[src/rtl/pow5_pipe_arbiter.sv]
// Round-robin front end that shares one fixed-latency pow5 pipe among N requesters,
// tracking slot ownership with a tag shift register so each result returns to its owner.
module pow5_pipe_arbiter #(
    parameter int N       = 4,
    parameter int WIDTH   = 8,
    parameter int LATENCY = 4,
    parameter int RES_W   = 5 * WIDTH
) (
    input  logic                 clk,
    input  logic                 rst,
    input  logic                 en,
    input  logic [N-1:0]         req_vld,
    input  logic [N*WIDTH-1:0]   req_data,
    output logic [N-1:0]         req_rdy,
    output logic                 pipe_vld,
    output logic [WIDTH-1:0]     pipe_data,
    input  logic                 pipe_res_vld,
    input  logic [RES_W-1:0]     pipe_res,
    output logic [N-1:0]         res_vld,
    output logic [RES_W-1:0]     res_data,
    output logic                 err
);

    localparam int IDW = (N > 1) ? $clog2(N) : 1;

    logic [IDW-1:0]   ptr_q, ptr_d;
    logic             gnt_vld;
    logic [IDW-1:0]   gnt_id;
    logic [IDW-1:0]   scan_idx;
    logic [WIDTH-1:0] gnt_data;

    logic             pipe_vld_q;
    logic [WIDTH-1:0] pipe_data_q, pipe_data_d;
    logic [IDW-1:0]   pipe_id_q;

    logic [LATENCY-1:0] tag_vld_q;
    logic [IDW-1:0]     tag_id_q [LATENCY];
    logic               head_vld;
    logic [IDW-1:0]     head_id;

    logic [N-1:0]     res_vld_q, res_vld_d;
    logic [RES_W-1:0] res_data_q, res_data_d;
    logic             err_q, err_d;

    // Grant: first requester at or after the pointer, wrapping modulo N
    always_comb begin
        gnt_vld  = 1'b0;
        gnt_id   = '0;
        scan_idx = '0;
        req_rdy  = '0;
        gnt_data = '0;
        if (en && !rst) begin
            for (int k = 0; k < N; k++) begin
                scan_idx = IDW'((int'(ptr_q) + k) % N);
                if (!gnt_vld && req_vld[scan_idx]) begin
                    gnt_vld = 1'b1;
                    gnt_id  = scan_idx;
                end
            end
        end
        for (int k = 0; k < N; k++) begin
            if (gnt_vld && int'(gnt_id) == k) begin
                req_rdy[k] = 1'b1;
                gnt_data   = req_data[k*WIDTH +: WIDTH];
            end
        end
    end

    always_comb begin
        ptr_d       = ptr_q;
        pipe_data_d = pipe_data_q;
        if (gnt_vld) begin
            ptr_d       = (int'(gnt_id) == N - 1) ? '0 : gnt_id + IDW'(1);
            pipe_data_d = gnt_data;
        end
    end

    assign head_vld = tag_vld_q[LATENCY-1];
    assign head_id  = tag_id_q[LATENCY-1];

    // A result is delivered only when the pipe and the tag agree; any disagreement is sticky
    always_comb begin
        res_vld_d  = '0;
        res_data_d = res_data_q;
        err_d      = err_q;
        if (pipe_res_vld && head_vld) begin
            res_vld_d[head_id] = 1'b1;
            res_data_d         = pipe_res;
        end
        if (pipe_res_vld != head_vld) begin
            err_d = 1'b1;
        end
    end

    always_ff @(posedge clk or posedge rst) begin
        if (rst) begin
            ptr_q       <= '0;
            pipe_vld_q  <= 1'b0;
            pipe_data_q <= '0;
            pipe_id_q   <= '0;
            tag_vld_q   <= '0;
            for (int i = 0; i < LATENCY; i++) begin
                tag_id_q[i] <= '0;
            end
            res_vld_q   <= '0;
            res_data_q  <= '0;
            err_q       <= 1'b0;
        end else begin
            ptr_q       <= ptr_d;
            pipe_vld_q  <= gnt_vld;
            pipe_data_q <= pipe_data_d;
            pipe_id_q   <= gnt_id;
            tag_vld_q[0] <= pipe_vld_q;
            tag_id_q[0]  <= pipe_id_q;
            for (int i = 1; i < LATENCY; i++) begin
                tag_vld_q[i] <= tag_vld_q[i-1];
                tag_id_q[i]  <= tag_id_q[i-1];
            end
            res_vld_q   <= res_vld_d;
            res_data_q  <= res_data_d;
            err_q       <= err_d;
        end
    end

    assign pipe_vld  = pipe_vld_q;
    assign pipe_data = pipe_data_q;
    assign res_vld   = res_vld_q;
    assign res_data  = res_data_q;
    assign err       = err_q;

endmodule

[config.mk]
export PLATFORM = sky130hd
export DESIGN_NAME = pow5_pipe_arbiter
export DESIGN_NICKNAME = d
export VERILOG_FILES = /design/src/rtl/pow5_pipe_arbiter.sv
export SDC_FILE = /design/constraint.sdc
export NUM_CORES = 1
export LEC_CHECK = 0
export ABC_CLOCK_PERIOD_IN_PS = 3240
export CAP_MARGIN = 30
export CORE_UTILIZATION = 41
export CTS_CLUSTER_DIAMETER = 30
export CTS_CLUSTER_SIZE = 14
export DETAILED_ROUTE_END_ITERATION = 10
export MAX_ROUTING_LAYER = met4
export PLACE_DENSITY = 0.8
export SYNTH_ARGS = -nofsm -noshare
export SYNTH_HDL_FRONTEND = slang
export SYNTH_SLANG_ARGS = --single-unit
[constraint.sdc]
create_clock -name clk -period 3.24 [get_ports clk]
set_clock_uncertainty 0.2 [all_clocks]
set_input_delay 0.486 -clock clk [delete_from_list [all_inputs] [get_ports clk]]
set_output_delay 0.486 -clock clk [all_outputs]
set_load 0.005 [all_outputs]
Word level (Yosys, flattened, before mapping)
Index checks and enable logic that the tools add are counted.
{ "word_totals": {"input_bits": 80, "word_cells": 74, "out_inout_bits": 58, "regBits": 70} }
{ "classes": {"add_sub_neg": 4, "mux": 33, "reduce_logical": 15, "order_cmp": 6, "eq_ne": 4} }
{ "op_table": {"columns": ["op", "n"], "rows": [
  ["$mux W8", 4],
  ["$mux W1", 17],
  ["$lt A2 B3 Y1 const B", 5],
  ["$mux W2", 6],
  ["$logic_and A1 B1 Y1", 10],
  ["$bmux W1 S2", 4],
  ["$add A2 B1 Y2 const B", 2],
  ["$add A2 B2 Y2 const B", 2],
  ["$eq A2 B2 Y1 const B", 2],
  ["$logic_not A1 Y1", 4],
  ["$mux W4", 1],
  ["$demux W1 S2", 1],
  ["$eq A2 B1 Y1 const B", 1],
  ["$ge A2 B1 Y1 const B", 1],
  ["$logic_not A2 Y1", 1],
  ["$ne A1 B1 Y1", 1]
]} }

Longest topological paths before layout
{ "logic_depth": {"ltp_word": 22, "ltp_mapped": 11, "depth_no_buf": 9} }

Least setup slack after synthesis
OpenSTA, ideal clock, no wires.
{ "synth_timing": {"path_kind": "in2out", "from": "input req_vld[2]", "to": "output req_rdy[2]", "n_path_buf": 3, "arrival_time_ps": 1971, "t_required_ps": 2554, "setup_slack_ps": 583, "path_stages": 8, "path_cell_list": "nor4_4 -> nor2b_2 -> buf_6 -> o211ai_2 -> ha_1 -> clkbuf_1 -> clkbuf_1 -> and2_1"} }
{ "synth_between": {"elab_chain_cells": 19, "elab_cells_between_ends": 30, "classes_between": "eq/ne: 1; mux: 22; reduce/logical: 7"} }
{ "synth_lines": {"columns": ["element", "line_no", "rtl"], "rows": [
  ["start: declaration", "12", "input logic [N-1:0] req_vld,"],
  ["$bmux W1 S2", "55", "if (!gnt_vld && req_vld[scan_idx]) begin"],
  ["$mux W1 (implied by the code)", "55", null],
  ["$mux W1", "55", null],
  ["$mux W1", "52", "if (en && !rst) begin"],
  ["$logic_not A1 Y1", "55", null],
  ["$logic_and A1 B1 Y1", "55", null],
  ["$mux W1", "55", null],
  ["$mux W1", "52", null],
  ["(+3 left out)", null, null],
  ["$mux W1", "52", null],
  ["$logic_not A1 Y1", "55", null],
  ["$logic_and A1 B1 Y1", "55", null],
  ["$mux W2", "55", null],
  ["$mux W2", "52", null],
  ["$eq A2 B2 Y1", "62", "if (gnt_vld && int'(gnt_id) == k) begin"],
  ["$logic_and A1 B1 Y1 *", "62", null],
  ["$mux W1 *", "62", null],
  ["end: declaration", "14", "output logic [N-1:0] req_rdy,"]
]} }
Mark *: on every way between the ends. The rest lies on a longest branch, timed or not. The select of a mux whose other input is x is not followed.

Worst setup path in the final report
{ "layout_timing": {"from": "input req_vld[0]", "to": "output req_rdy[1]"} }
{ "layout_between": {"elab_chain_cells": 19, "elab_cells_between_ends": 30, "classes_between": "eq/ne: 1; mux: 22; reduce/logical: 7"} }
{ "layout_lines": {"columns": ["element", "line_no", "rtl"], "rows": [
  ["$bmux W1 S2", "55", null],
  ["$mux W1 (implied by the code)", "55", null],
  ["$mux W1", "55", null],
  ["$mux W1", "52", null],
  ["$logic_not A1 Y1", "55", null],
  ["$logic_and A1 B1 Y1", "55", null],
  ["$mux W1", "55", null],
  ["$mux W1", "52", null],
  ["(+4 left out)", null, null],
  ["$logic_not A1 Y1", "55", null],
  ["$logic_and A1 B1 Y1", "55", null],
  ["$mux W2 *", "55", null],
  ["$mux W2 *", "52", null],
  ["net gnt_id[0]", "28", "logic [IDW-1:0] gnt_id;"],
  ["$eq A2 B2 Y1 *", "62", null],
  ["$logic_and A1 B1 Y1 *", "62", null],
  ["$mux W1 *", "62", null]
]} }
Mark *: on every way through the listed nets, which the timed path passes. The rest lies on a longest branch. The select of a mux whose other input is x is not followed.

==> impl_results.md <==
- Status: complete, no violations
- Max Slew Vio Count: 0
- Worst Tran Pin Value: 424.7 ps
- Die width: 86.00 um
- Setup ws final: 82.10 ps
- Clock Path Buffers: 2
- H-tree depth: 3
- Required time worst endpoint: 2550 ps
- Chip height: 86.00 um
- Initial Util: 42.58%
- Endpoints failing hold: 0
- Synth Warn #: 0
- Most used routing layer: met2
- Setup CP Type: primary input to output port
- Synth Register Bits: 70
- Util after Layout: 68.25%
- Iteration-0 DRC Markers: 82
- Leakage: 0.002027 uW
- PnR Total Power: 2368 uW
- CTS tree: done
- Tot GR Track Use: 18.92%
- Simple-Gate Fraction of Synth Area: 6.834%
- CTS buffer count: 9
- EDFF count, synth: 0
- CTS resizes: 0
- Area of the die: 7395 um^2
- Syn_nets: 311
- Multiplexer area fraction after synthesis: 16.44%
- Final worst-path cycle share: 97.47%
- Grt met2 use: 29.73%
- Share of cells above drive strength 1: 21.05%
- Cell area after synthesis: 2893 um^2
- Pwr Density: 510.6 nW/um^2
- Met1 Use GR: 21.03%
- Maximum number of pins on one net before global-route repair: 53
- Period minus WS final: 3158 ps
- R2R cell count: 10
- Drt total wl: 6.477 mm
- Synth top area cells: dfrtp_1 (61%), mux2_2 (16%), a21oi_1 (2.9%)
- Clock Latency Late Sink: 340 ps
- Final ANT Viol Nets: 0
- Crit-path max FO: 4
- WP data arrival: 2470 ps
- Most common cell in the netlist: dfrtp_1
- Fin nets: 460
- IO Pins: 138
- Hold path depth: 0
- Cells after Synth: 226
- # port buffers: 137
- Post-DP HPWL: 4.870 mm
- Setup-failing EPs final: 0
- Peak supply drop: 0.2613 mV
- Core ar.: 6794 um^2
- Synth top cells by count: dfrtp_1 (70), mux2_2 (40), a21oi_1 (17), inv_1 (17), nand2_1 (14)
- RSZ-0062 raised after global routing: no
- Max cap viols: 0
- HP Class: flip-flop to flip-flop
- Clock Tree Root: clkbuf_8
- Slew HR: 71.65%
- Fmax: 316.7 MHz
- Num rows: 30
- Largest area contributor in the netlist: dfrtp_1
- Adder-Cell Fraction of Synth Area: 2.163%
- GRT overflow: 0
- Via count: 2247
- Hold Buf Count CTS: 0
- DRT Pass-1 Iters: 4
- Seq/Total Area, Yosys: 60.55%
- Synth cell types: 31
- CP Capture Type: output port
- Placer congestion estimate: 0.8264
- Largest family of logic cells by synthesized area: multiplexers
- Startpoint types: primary input
- Clock Sinks: 70
- Async set-or-reset flop fraction in the synthesized netlist: 100.0%
- Vias in the first global route: 2188
- Initial antenna violation count: 0
- Area share of the leading cell type in the synthesized netlist: 60.55%
- First-pass GRT wire length: 10.25 mm
- Placement Setup Slack: 59.87 ps
- Post-CTS Setup Inserts: 0
- Syn avg cell area: 12.80 um^2
- Wire length per cell: 13.61 um
- Post-synthesis compound-gate area fraction: 9.040%
- Total negative slack: 0 ps
- Met3 Usage GRT: 6.545%
- Area grow syn2layout: 60.29%
- Post-synthesis xor/xnor area fraction: 0%
- Top FF cell, synth: dfrtp_1
- CTS clock-pin slew for the worst setup and hold paths: 70 ps
- DR vias/cell: 4.721
- Final antenna diode count: 0
- Post-route DRC violation count: 0
final timing paths:
kind	startpoint	endpoint	slack [ps]
worst min-delay path	tag_id_q[2]$_DFF_PP0_	head_id[0]$_DFF_PP0_	140
max in group asynchronous	rst	tag_id_q[2]$_DFF_PP0_	1790
worst max-delay path	req_vld[0]	req_rdy[1]	80
worst min register to register	tag_id_q[2]$_DFF_PP0_	head_id[0]$_DFF_PP0_	140
worst max register to register	ptr_q[1]$_DFFE_PP0P_	pipe_data[3]$_DFFE_PP0P_	710
min in group asynchronous	rst	pipe_data[4]$_DFFE_PP0P_	430
metrics by stage:
step / hold WS, ps / instances / area, um^2
after floorplan: 131.2 / 226 / 2893
after global placement: 132.4 / 460 / 4437
after detailed placement: 135.8 / 460 / 4437
after CTS: 146.3 / 476 / 4627
after global routing: 153.2 / 476 / 4637
final: 143.5 / 476 / 4637
final cells by class:
cell class	count	area (um^2)
fill	515	2157
sequential	70	1752
timing repair buffer	151	1506
multi-input combinational	126	1005
clock buffer	10	127.6
tap	96	120.1
inverter	17	63.81
clock inverter	6	62.56
cell usage in the layout (no fill, tap or decap), types with 2 or more instances in the layout:
master / count
inv_2: 2
o21ai_0: 8
and2_1: 4
buf_4: 12
clkinv_2: 3
inv_1: 15
mux2_2: 40
nand2_1: 14
dfrtp_1: 70
a21oi_1: 17
nor2_1: 9
o21a_1: 2
nor3b_1: 2
clkinv_4: 2
dlymetal6s2s_1: 2
clkdlybuf4s50_1: 135
o31ai_1: 5
ha_1: 2
a22oi_1: 3
clkbuf_8: 9
a31oi_1: 5
ha_2: 3
buf_12: 2
layer usage:
layer | routed length (um) | vias up
li1 | - | 1076
met1 | 2680 | 1037
met2 | 2936 | 122
met3 | 689 | 12
met4 | 171 | 0
met5 | 0 | -
logic make-up (layout without fill, tap and decap cells):
group | Yosys count | after routing
compound gates | 43 | 43
flops | 70 | 70
simple gates | 36 | 36
buf+inv | 30 | 184
mux | 42 | 42
fa+ha+maj | 5 | 5
power by group:
part | switching, uW | total (uW) | internal, uW
Sequential | 71.5 | 1080 | 1010
Clock | 317 | 671 | 354
Combinational | 190 | 613 | 422
Total | 579 | 2370 | 1790
flip-flops by register name, summed over array words and instances (netlist names):
| signal | count |
|---|---|
| err | 1 |
| head_id | 2 |
| tag_id_q | 6 |
| res_vld | 4 |
| pipe_data | 8 |
| tag_vld_q | 4 |
| res_data | 40 |
| pipe_id_q | 2 |
| pipe_vld | 1 |
| ptr_q | 2 |
critical path, cell delays in order:
cell	delay, ps
clkdlybuf4s50_1	430
buf_4	160
nor3b_1	130
a21oi_1	170
o211ai_2	150
inv_2	90
ha_2	220
and2_1	140
clkdlybuf4s50_1	490
Power figures use the tool's default switching activity.
